$ cat src/rtl/thumb_pkg.sv
// Shared types and widths for the Thumb instruction fetch unit.
package thumb_pkg;

   localparam int INSTR_W = 16;
   localparam int ADDR_W  = 32;

   // FETCH: a request may issue; WAIT_SPACE: prefetch queue full, no request;
   // DISCARD: the outstanding request was made stale by a branch.
   typedef enum logic [1:0] {
      FETCH      = 2'd0,
      WAIT_SPACE = 2'd1,
      DISCARD    = 2'd2
   } fetch_state_e;

   // One prefetched halfword together with the address it came from.
   typedef struct packed {
      logic [INSTR_W-1:0] instr;
      logic [ADDR_W-1:0]  pc;
   } q_entry_t;

   // Thumb fetch addresses are always halfword aligned.
   function automatic logic [ADDR_W-1:0] halfword_align(input logic [ADDR_W-1:0] addr);
      return {addr[ADDR_W-1:1], 1'b0};
   endfunction

endpackage

$ cat src/rtl/fetch_queue.sv
// Circular prefetch queue: push at tail, pop at head, flush empties it.
module fetch_queue
   import thumb_pkg::*;
#(
   parameter  int DEPTH = 2,
   localparam int PTR_W = $clog2(DEPTH),
   localparam int CNT_W = $clog2(DEPTH + 1)
) (
   input  logic             clk,
   input  logic             rst,
   input  logic             push,
   input  logic             pop,
   input  logic             flush,
   input  q_entry_t         push_data,
   output q_entry_t         head,
   output logic [CNT_W-1:0] count,
   output logic             full,
   output logic             empty
);

   q_entry_t         mem [DEPTH];
   logic [PTR_W-1:0] rd_ptr;
   logic [PTR_W-1:0] wr_ptr;

   // Pointers wrap at DEPTH, which need not be a power of two.
   function automatic logic [PTR_W-1:0] next_ptr(input logic [PTR_W-1:0] ptr);
      return (ptr == PTR_W'(DEPTH - 1)) ? '0 : ptr + PTR_W'(1);
   endfunction

   // Track pointers and occupancy; flush and reset both empty the queue.
   always_ff @(posedge clk) begin
      // NOTE: sequential state uses non-blocking assignments so every register
      // samples pre-edge values regardless of statement order.
      if (rst || flush) begin
         rd_ptr <= '0;
         wr_ptr <= '0;
         count  <= '0;
      end else begin
         if (push) wr_ptr <= next_ptr(wr_ptr);
         if (pop)  rd_ptr <= next_ptr(rd_ptr);
         case ({push, pop})
            2'b10:   count <= count + CNT_W'(1);
            2'b01:   count <= count - CNT_W'(1);
            default: count <= count;
         endcase
      end
   end

   // Store pushed entries.
   always_ff @(posedge clk) begin
      // NOTE: the storage array has no reset; an entry is only visible once
      // count covers it, so its power-up contents never reach the outputs.
      if (push) mem[wr_ptr] <= push_data;
   end

   assign head  = mem[rd_ptr];
   assign full  = (count == CNT_W'(DEPTH));
   assign empty = (count == '0);

endmodule

$ cat src/rtl/thumb_fetch.sv
// Thumb instruction fetch unit: issues halfword reads, buffers them in a
// prefetch queue and presents them to decode; branches flush and redirect.
// Optional feature: define FETCH_STALL_COUNT_EN to add the stall_count output.
module thumb_fetch
   import thumb_pkg::*;
#(
   parameter logic [ADDR_W-1:0] RESET_PC    = 32'h0000_0000,
   parameter int                QUEUE_DEPTH = 2
) (
   input  logic               clk,
   input  logic               rst,
   output logic               mem_req,
   output logic [ADDR_W-1:0]  mem_addr,
   input  logic               mem_ack,
   input  logic [INSTR_W-1:0] mem_rdata,
   input  logic               branch_valid,
   input  logic [ADDR_W-1:0]  branch_target,
   output logic [INSTR_W-1:0] instr,
   output logic [ADDR_W-1:0]  instr_pc,
   output logic               instr_valid,
   input  logic               instr_ready
`ifdef FETCH_STALL_COUNT_EN
   ,
   output logic [31:0]        stall_count
`endif
);

   localparam int CNT_W = $clog2(QUEUE_DEPTH + 1);

   fetch_state_e      state;
   logic [ADDR_W-1:0] fetch_pc;    // address of the current / next request
   logic [ADDR_W-1:0] pending_pc;  // redirect target held while discarding
   logic [ADDR_W-1:0] branch_pc;
   logic [CNT_W-1:0]  q_count;
   logic              q_full;
   logic              q_empty;
   q_entry_t          q_head;
   logic              push;
   logic              pop;

   assign branch_pc = halfword_align(branch_target);

   // Only one request is ever outstanding, so a non-full queue always has room
   // for it. In DISCARD the stale request stays up until memory accepts it.
   assign mem_req  = !rst && ((state == DISCARD) || (state == FETCH && !q_full));
   assign mem_addr = fetch_pc;

   // Data returned in a branch cycle or while discarding is dropped; a flush
   // also suppresses any pop so flushed entries are never consumed.
   assign push = mem_req && mem_ack && (state == FETCH) && !branch_valid;
   assign pop  = instr_valid && instr_ready && !branch_valid;

   fetch_queue #(.DEPTH(QUEUE_DEPTH)) u_queue (
      .clk       (clk),
      .rst       (rst),
      .push      (push),
      .pop       (pop),
      .flush     (branch_valid),
      .push_data ('{instr: mem_rdata, pc: fetch_pc}),
      .head      (q_head),
      .count     (q_count),
      .full      (q_full),
      .empty     (q_empty)
   );

   assign instr_valid = !q_empty;
   assign instr       = instr_valid ? q_head.instr : '0;
   assign instr_pc    = instr_valid ? q_head.pc    : '0;

   // Fetch control FSM: request issue, back-pressure and branch redirection.
   always_ff @(posedge clk) begin
      if (rst) begin
         state      <= FETCH;
         fetch_pc   <= halfword_align(RESET_PC);
         pending_pc <= halfword_align(RESET_PC);
      end else begin
         unique case (state)
            FETCH: begin
               if (branch_valid) begin
                  if (mem_req && !mem_ack) begin
                     state      <= DISCARD;
                     pending_pc <= branch_pc;
                  end else begin
                     fetch_pc <= branch_pc;
                  end
               end else if (push) begin
                  fetch_pc <= fetch_pc + ADDR_W'(2);
                  if (!pop && q_count == CNT_W'(QUEUE_DEPTH - 1)) state <= WAIT_SPACE;
               end
            end
            WAIT_SPACE: begin
               if (branch_valid) begin
                  fetch_pc <= branch_pc;
                  state    <= FETCH;
               end else if (pop) begin
                  state <= FETCH;
               end
            end
            DISCARD: begin
               if (branch_valid) pending_pc <= branch_pc;
               if (mem_ack) begin
                  fetch_pc <= branch_valid ? branch_pc : pending_pc;
                  state    <= FETCH;
               end
            end
            default: state <= FETCH;
         endcase
      end
   end

`ifdef FETCH_STALL_COUNT_EN
   // Count cycles in which decode has nothing to consume; saturates.
   always_ff @(posedge clk) begin
      if (rst) begin
         stall_count <= '0;
      end else if (!instr_valid && stall_count != 32'hFFFF_FFFF) begin
         stall_count <= stall_count + 32'd1;
      end
   end
`endif

endmodule
$ cat config.mk
export PLATFORM = sky130hd
export DESIGN_NAME = thumb_fetch
export DESIGN_NICKNAME = d
export VERILOG_FILES = /design/src/rtl/thumb_pkg.sv /design/src/rtl/fetch_queue.sv /design/src/rtl/thumb_fetch.sv
export SDC_FILE = /design/constraint.sdc
export NUM_CORES = 1
export LEC_CHECK = 0
export BUFFER_PORTS_ARGS = -buffer_cell sky130_fd_sc_hd__buf_2
export CORE_UTILIZATION = 50
export DETAILED_ROUTE_END_ITERATION = 10
export PLACE_DENSITY_LB_ADDON = 0.15
export SETUP_SLACK_MARGIN = 0.2
export SLEW_MARGIN = 20
export SYNTH_ARGS = -nofsm -noshare
export SYNTH_HDL_FRONTEND = slang
export SYNTH_HIERARCHICAL = 1
export SYNTH_SLANG_ARGS = --single-unit
$ cat constraint.sdc
create_clock -name clk -period 5.33 [get_ports clk]
set_clock_uncertainty 0.15 [all_clocks]
set_input_delay 0.533 -clock clk [delete_from_list [all_inputs] [get_ports clk]]
set_output_delay 0.533 -clock clk [all_outputs]
set_load 0.02 [all_outputs]
==> impl_results.md, run 1 <==
* Status: finished clean
* CP arrival at 3.22 ns
* Fin crit period at 3.26 ns
* Post-route design area at 0.00944 sq mm
* Synthesized area per cell at 10.9 sq um
* Hold Crit Class: in -> reg
* Synth top area share at 36.0%
* Num ports at 135
* Sequential area share after synthesis at 53.7%
* Setup Buffers After CTS at 0
* Synth cell types at 71
* Routed vias at 6,222
* Num rows at 45
* Post-CTS Resized at 0
* Largest cells by area after synthesis: edfxtp_1 36%, dfxtp_1 18%, mux2_2 6.7%, mux2i_1 5.1%, nor2b_1 4.4%
* Post-DP Area at 0.00885 sq mm
* Ant diodes at 0
* First-pass GRT wire length at 31.4 mm
* Asr flop ratio synth at 0%
* Critical Path RT at 5.28 ns
* Crit-path cells: inv_1, ha_1, inv_2, a21oi_1, and3_1, inv_1, nor2_4, buf_4
* Slew HR at 34.1%
* Pwr dens at 340 mW/mm^2
* Net count, final at 908
* 1st-iter DRT viols at 471
* Top Family by Delay on Critical Path: simple AND/OR/NAND/NOR gates
* Cell with the most instances after synthesis: edfxtp_1
* Clk buf depth at 2
* Die X at 129 um
* Synth top cells by count: 96 x edfxtp_1, 71 x dfxtp_1, 57 x nor2b_1
* Post-Synthesis Cell Area at 0.00802 sq mm
* CP max-delay cell: nor2_4
* CTS clk-pin slew, worst paths at 0.06 ns
* DRT Pass-1 Iters at 5
* H-tree depth at 4
* Vias per cell at 5.80
* #FFs+latches synth at 167
* Max-Cap Viols at 0
* Worst setup SP type: flop
* Core Area at 0.0154 sq mm
* Cell mode on critical path: inv_1
* Antenna violations before repair at 0
* Total Wirelength at 19.7 mm
* Initial cell density of the core at 52.0%
* # DRC at 0
* Pin count of the biggest net entering global routing at 51
* Yosys top cell by area: edfxtp_1
* Input/output buffers at 133
* Setup TNS at 0 ns
* Setup Crit Path Kind: reg -> reg
* Main synth FF type: edfxtp_1
* CTS tree: built
* Finish-stage setup viols at 0
* Buffers & Inverters on Critical Path at 4
* Clock sinks at 167
* Syn Inst Count at 733
* Final Wtd Congestion at 0.866
* Peak VDD IR at 0.180 mV
* Number of enable flip-flop cells after synthesis at 96
* Total track usage at 24.7%
* RSZ-0062 raised after global routing: false
* Layout area overhead at 17.7%
* Hold Fails Final Rpt at 0
* CTS buffer count at 17
* Hold_buf cts at 0
* Maximum clock rate at 306 MHz
* Die ar. at 0.0165 sq mm
* Layout cells sized above 1 at 27.5%
* Die Ht at 129 um
* Final slew viol count at 0
* Detailed Place HPWL at 13.1 mm
* Avg WL per Cell at 18.4 um
* Overflow after GRT at 0
* Worst slew pin tran at 0.984 ns
* Crit. End Element: flop
* Slowest cell delay on critical path at 0.60 ns
* Skew-Pair Late Insertion Delay at 0.43 ns
* Root Driver: clkbuf_16
* Net Count, Synth at 792
* Worst Path Max Fanout at 26
* Final period util at 61.2%
* Vias in the first global route at 6,104
* Total of warnings raised by yosys at 6
* Pleak at 3.67 nW
* Antenna viol nets, final at 0
area by class of cell:
cell class              instances  area, sq um
flip-flops and latches        167         4310
clock buffers                  19          433
clock inverters                13          148
inverters                      16         60.1
well taps                     211          264
repair buffers                143          741
fillers                      1309         5990
multi-input cells             504         3480
final timing paths:
check	start	endpoint	slack, ns	depth (start not counted)
worst min-delay path	mem_rdata[9]	u_queue/mem[0][41]	0.14	1
worst min register to register	pending_pc[0]	pending_pc[0]	0.33	1
worst max-delay path	state[0]	u_queue/mem[0][20]	2.07	8
worst max register to register	state[0]	u_queue/mem[0][20]	2.07	8
logic make-up after synthesis:
| family | Yosys count | share of synthesized area, % |
|---|---|---|
| mux | 89 | 11.9 |
| buf+inv | 62 | 3.14 |
| simple gates | 251 | 16.6 |
| compound gates | 149 | 12.8 |
| flops | 167 | 53.7 |
| xor+xnor | 9 | 0.983 |
| fa+ha+maj | 6 | 0.937 |
flip-flops by register name (all words and copies together) (netlist names), named ones only:
| name | count |
|---|---|
| u_queue/mem | 96 |
| mem_addr | 32 |
| pending_pc | 32 |
| state | 2 |
| u_queue/count | 2 |
| u_queue/rd_ptr | 1 |
| u_queue/wr_ptr | 1 |
report_power, final:
group / internal [mW] / switching (mW) / total (mW)
logic: 0.179 / 0.292 / 0.471
clock network: 0.695 / 0.512 / 1.21
registers: 1.44 / 0.0948 / 1.53
through the flow:
step	hold slack (ns)	power (mW)	setup WS (ns)	utilization, %	instances
6_report	0.144	3.21	2.07	61.2	1073
5_1_grt	0.133	3.33	1.77	61.2	1073
4_1_cts	0.129	3.23	2.06	61.1	1073
3_5_place_dp	0.322	2.02	2.07	57.4	1041
3_3_place_gp	0.318	2.00	2.16	57.4	1041
2_1_floorplan	0.302	1.85	0.954	-	733
per-layer routing:
layer  wire, um  up-vias  share of wire (%)  global-route usage [%]
met1       8810     2952                 45                    33.3
met2       9010      271                 46                    38.4
li1           -     2957                  -                       -
met3       1460       42                7.4                    4.82
met5          0        -                  0                       0
met4        419        0                2.1                    11.3
cells in the final DEF (no fill, tap or decap), types with 7 or more instances in the layout:
cell type  synthesis  final
a21oi_1           35     35
dfxtp_1           71     70
nor2_1            54     52
a22o_1            11     11
mux2i_1           41     41
o21ai_1           14     14
edfxtp_1          96     96
nand4_1           13     13
nand2b_1           9      9
nand3_1           16     16
nor3_1            17     16
a211oi_1           7      7
inv_1             14     14
nand2_1           45     45
o21ai_0           20     20
buf_4              1     10
clkbuf_16          0     17
nor4_1             9      9
buf_2             12    133
nor2b_1           57     57
mux2_2            48     48
worst register-to-register path: stages (launching register included):
cell and delay (ns):
dfxtp_1 0.35, inv_1 0.11, ha_1 0.49, inv_2 0.17
a21oi_1 0.23, and3_1 0.27, inv_1 0.12, nor2_4 0.60
buf_4 0.45
(Power assumes the default switching activity.)
==> run 2: changes to the inputs <==
==> constraint.sdc (replaced) <==
create_clock -name clk -period 2.9 [get_ports clk]
set_clock_uncertainty 0.15 [all_clocks]
set_input_delay 0.29 -clock clk [delete_from_list [all_inputs] [get_ports clk]]
set_output_delay 0.29 -clock clk [all_outputs]
set_load 0.02 [all_outputs]
==> run 2 against run 1 <==
Maximum frequency increased by 25%. Critical path type unchanged. Non-clock buffer count increased by 59. Largest power group unchanged. Die area unchanged. Critical endpoint is now mem_addr[26]. Hold slack got worse by 0.14 ns.
==> impl_results.md, run 2 (same netlist as run 1, synthesis figures left out) <==
* Flop-to-flop setup slack at 0.30 ns
* Status: finished clean
* Peak VDD IR at 0.401 mV
* Final Power at 6.18 mW
* Maximum clock rate at 384 MHz
* Num ports at 135
* RR Endpoint: mem_addr[26]
* Final Wtd Congestion at 0.906
* CTS tree: built
* Crit-path cells: nand4_1, or3_1, nor4_1, a221oi_2, o32ai_1
* Sw Ratio at 27.2%
* Buffers & Inverters on Critical Path at 0
* Net count, final at 967
* Setup Crit Path Kind: reg -> reg
* 1st-iter DRT viols at 613
* FF-to-FF path depth at 5
* DRT Pass-1 Iters at 6
* Max-Cap Viols at 0
* Worst Path Max Fanout at 10
* Worst slew pin tran at 0.639 ns
* Pin count of the biggest net entering global routing at 50
* Setup TNS at 0 ns
* H-tree depth at 4
* Pwr dens at 611 mW/mm^2
* Layout area overhead at 26.1%
* Core Area at 0.0154 sq mm
* Hold path start: branch_target[3]
* Final period util at 89.8%
* Combinational power share at 16.2%
* First-pass GRT wire length at 31.9 mm
* Max reg flops at 96
* CTS clk-pin slew, worst paths at 0.06 ns
* Commonest non-fill, non-tap cell in the layout: buf_2
* Int Power at 4.50 mW
* Post-layout util at 65.5%
* Hold path depth at 3
* Vias in the first global route at 6,330
* Input/output buffers at 133
* Finish-stage setup viols at 0
* Clk buf depth at 2
* Clock network fraction of total power at 38.7%
* Die Ht at 129 um
* Commonest cells after routing, fill and taps aside: 133 x buf_2, 96 x edfxtp_1, 70 x dfxtp_1, 56 x nor2b_1, 52 x nor2_1
* Num rows at 45
* Worst hold margin at 0.00609 ns
* Pleak at 3.97 nW
* CP max-delay cell: or3_1
* CTS buffer count at 17
* Biggest register: u_queue/mem
* Overflow after GRT at 0
* CP arrival at 2.78 ns
* Final slew viol count at 0
* Net Sw Power at 1.68 mW
* RSZ-0062 raised after global routing: true
* Critical Path RT at 3.08 ns
* Total Wirelength at 20.6 mm
* Slowest cell delay on critical path at 0.62 ns
* # DRC at 0
* Avg WL per Cell at 18.1 um
* Initial cell density of the core at 52.0%
* Layout cells sized above 1 at 28.2%
* Die ar. at 0.0165 sq mm
* Worst setup SP type: flop
* Antenna viol nets, final at 0
* Slew HR at 57.4%
* Detailed Place HPWL at 13.2 mm
* Root Driver: clkbuf_16
* Hold Crit Class: in -> reg
* Die X at 129 um
* Critical R2R Launch: mem_addr[3]
* Top Family by Delay on Critical Path: simple AND/OR/NAND/NOR gates
* Setup Buffers After CTS at 0
* Antenna violations before repair at 0
* Crit. End Element: flop
* Crit path from: mem_addr[3]
* Total track usage at 25.1%
* Clock sinks at 167
* Routed vias at 6,528
* Hold Fails Final Rpt at 0
* Sequential share of power at 45.2%
* Skew-Pair Late Insertion Delay at 0.43 ns
* Hold endpoint: pending_pc[3]
* Fin crit period at 2.60 ns
* Vias per cell at 5.76
[run 2: cell types whose count changed in the layout (fill, tap and decap cells not counted), sizes merged]
cell and delta:
dlygate4sd3 +42, buf +17, bufinv +2, clkbuf -1, clkinv -1, diode +1
[run 2: worst max-delay path by stage]
stage	depth (start not counted)	slack [ns]	to
floorplan	8	0.20	u_queue/mem[0][0]
global placement	6	0.31	mem_addr[26]
detailed placement	6	0.27	mem_addr[26]
CTS	6	0.25	mem_addr[26]
global route	5	0.19	mem_addr[26]
finish	5	0.30	mem_addr[26]
[run 2: layout make-up]
type	instances	area, sq um
Fill cell	1254	5320
Sequential cell	167	4310
Multi-Input combinational cell	504	3500
Timing Repair Buffer	202	1340
Clock buffer	18	429
Tap cell	211	264
Clock inverter	14	198
Inverter	16	60.1
Antenna cell	1	2.50
[run 2: metal layers]
| layer | up-vias | wire (um) | track usage [%] |
|---|---|---|---|
| li1 | 3083 | - | - |
| met1 | 3105 | 9190 | 32.9 |
| met2 | 299 | 9530 | 40.3 |
| met3 | 41 | 1440 | 6.07 |
| met4 | 0 | 404 | 9.48 |
| met5 | - | 0 | 0 |
[run 2: what timing repair did]
action | CTS | global route
endpoints found under the hold margin | 58 | 0
gates resized for setup | 0 | 5
setup endpoints to repair | 0 | 11
hold buffers | 42 | 0
[run 2: power groups by stage]
stage / Sequential [mW] / Clock [mW] / Combinational [mW]
floorplan: 2.87 / 0 / 0.535
global placement: 2.82 / 0 / 0.908
detailed placement: 2.84 / 0 / 0.926
CTS: 2.79 / 2.42 / 0.976
global route: 2.81 / 2.52 / 1.07
finish: 2.79 / 2.39 / 0.999
[run 2: worst reg2reg max path, delay by kind of cell, from the launching register on]
kind,cells,cell delay (ns)
AOI/OAI and AO/OA,2,0.29
DFF,1,0.55
and+or+nand+nor,3,1.51
[run 2: through the flow]
stage	setup slack, ns	instance area (sq um)	std cells
floorplan	0.204	8040	733
global placement	0.305	9040	1058
detailed placement	0.274	9040	1058
CTS	0.252	10100	1132
global route	0.191	10100	1132
finish	0.295	10100	1133
==> run 3: changes to the inputs <==
--- a/config.mk
+++ b/config.mk
@@ -9,6 +9,7 @@
 export CORE_UTILIZATION = 50
 export DETAILED_ROUTE_END_ITERATION = 10
 export PLACE_DENSITY_LB_ADDON = 0.15
+export RECOVER_POWER = 25
 export SETUP_SLACK_MARGIN = 0.2
 export SLEW_MARGIN = 20
 export SYNTH_ARGS = -nofsm -noshare
==> run 3 against run 2 <==
Die area stayed put. Setup slack worse by 0.0060 ns. Clock power hardly changed. Via count is 0.25% lower. Hold slack better by 0.0012 ns. Global-route usage stayed put. Total power hardly changed. Wire length is 0.11% lower.
==> impl_results.md, run 3 (same netlist as run 1, synthesis figures left out) <==
* Hold path depth at 3
* Root Driver: clkbuf_16
* Critical Path RT at 3.08 ns
* Post-route design area at 0.0101 sq mm
* Inst Count DP at 1,058
* Pwr dens at 612 mW/mm^2
* Final Wtd Congestion at 0.906
* Routed vias at 6,512
* FF-to-FF path depth at 5
* H-tree depth at 4
* Max-Cap Viols at 0
* Met1 Use GR at 32.9%
* Core Area at 0.0154 sq mm
* WP depth at 5
* Max reg flops at 96
* Pin count of the biggest net entering global routing at 50
* Final Power at 6.17 mW
* Setup Buffers After CTS at 0
* Biggest register: u_queue/mem
* Buffers & Inverters on Critical Path at 0
* Crit-path cells: nand4_1, or3_1, nor4_1, a221oi_2, o32ai_1
* Avg WL per Cell at 18.1 um
* Vias in the first global route at 6,330
* RSZ-0062 raised after global routing: true
* Finish-stage setup viols at 0
* Flop-to-flop setup slack at 0.29 ns
* Overflow after GRT at 0
* Die Ht at 129 um
* CTS tree: built
* CTS clk-pin slew, worst paths at 0.06 ns
* Hold Fails Final Rpt at 0
* Peak VDD IR at 0.401 mV
* Hold Crit Class: in -> reg
* Total track usage at 25.1%
* Layout cells sized above 1 at 26.9%
* Commonest cells after routing, fill and taps aside: 124 x buf_2, 96 x edfxtp_1, 70 x dfxtp_1, 56 x nor2b_1, 52 x nor2_1
* Fin crit period at 2.61 ns
* Met3 global-route usage at 6.07%
* Num rows at 45
* Antenna violations before repair at 0
* Post-layout util at 65.3%
* CP arrival at 2.79 ns
* CTS buffer count at 17
* Post-DP Area at 0.00904 sq mm
* Top Family by Delay on Critical Path: simple AND/OR/NAND/NOR gates
* Slew HR at 57.6%
* Final slew viol count at 0
* Net count, final at 967
* Skew-Pair Late Insertion Delay at 0.43 ns
* Total Wirelength at 20.5 mm
* Clock sinks at 167
* Detailed Place HPWL at 13.2 mm
* Die ar. at 0.0165 sq mm
* Vias per cell at 5.75
* # DRC at 0
* Worst Path Max Fanout at 10
* Clk buf depth at 2
* Slowest cell delay on critical path at 0.63 ns
* GR peak layer: met2
* Initial cell density of the core at 52.0%
* Final Instance Count excl. Fillers at 1,133
* Setup TNS at 0 ns
* Worst setup SP type: flop
* Maximum clock rate at 383 MHz
* Input/output buffers at 133
* M2 GR Usage at 40.3%
* Status: finished clean
* Num ports at 135
* Crit. End Element: flop
* Die X at 129 um
* First-pass GRT wire length at 31.9 mm
* Final period util at 90.0%
* CP max-delay cell: or3_1
* Antenna viol nets, final at 0
* 1st-iter DRT viols at 587
* Worst slew pin tran at 0.636 ns
* DRT Pass-1 Iters at 5
* Layout area overhead at 25.8%
* Commonest non-fill, non-tap cell in the layout: buf_2
* Pleak at 3.93 nW
* Setup Crit Path Kind: reg -> reg
## run 3: changes by cell type in the layout (fill, tap and decap cells not counted), sizes merged
cell / previous run / this run
clkbuf: 18 / 31
buf: 160 / 147
## run 3: power breakdown
| group | internal [mW] | leakage, nW | switching (mW) | total (mW) |
|---|---|---|---|---|
| combinational | 0.399 | 2.19 | 0.590 | 0.989 |
| sequential | 2.64 | 1.45 | 0.147 | 2.79 |
| clock | 1.45 | 0.295 | 0.944 | 2.39 |
## run 3: layer usage
| layer | vias up | routed length [um] | share of wire [%] |
|---|---|---|---|
| met5 | - | 0 | 0 |
| met4 | 0 | 427 | 2.1 |
| met3 | 42 | 1390 | 6.8 |
| met2 | 268 | 9510 | 46 |
| met1 | 3117 | 9210 | 45 |
| li1 | 3085 | - | - |
## run 3: cell type report
cell class / instances / area (sq um)
antenna: 1 / 2.50
clock buffer: 18 / 429
clock inverter: 14 / 198
fill: 1262 / 5350
inverter: 16 / 60.1
multi-input combinational: 504 / 3500
sequential: 167 / 4310
tap: 211 / 264
timing repair buffer: 202 / 1320
## run 3: per-stage QoR
step,setup slack (ns),hold slack [ns]
detailed placement,0.274,0.321
global placement,0.305,0.320
floorplan,0.204,0.213
global route,0.177,0.00923
CTS,0.252,0.0000459
finish,0.289,0.00729
## run 3: final timing paths
kind / from / end
hold reg to reg: pending_pc[0] / pending_pc[0]
setup / recovery: mem_addr[3] / mem_addr[26]
setup reg to reg: mem_addr[3] / mem_addr[26]
hold / removal: branch_target[3] / pending_pc[3]
## run 3: what timing repair did
action                                  4_1_cts  5_1_grt
hold buffers                                 42        0
endpoints found under the hold margin        58        0
gates resized for setup                       0        5
endpoints found under the setup margin        0       11
## run 3: worst min-delay path, cell delays in order
cell     delay (ns)
buf_2          0.11
mux2i_1        0.07
nor2_1         0.08
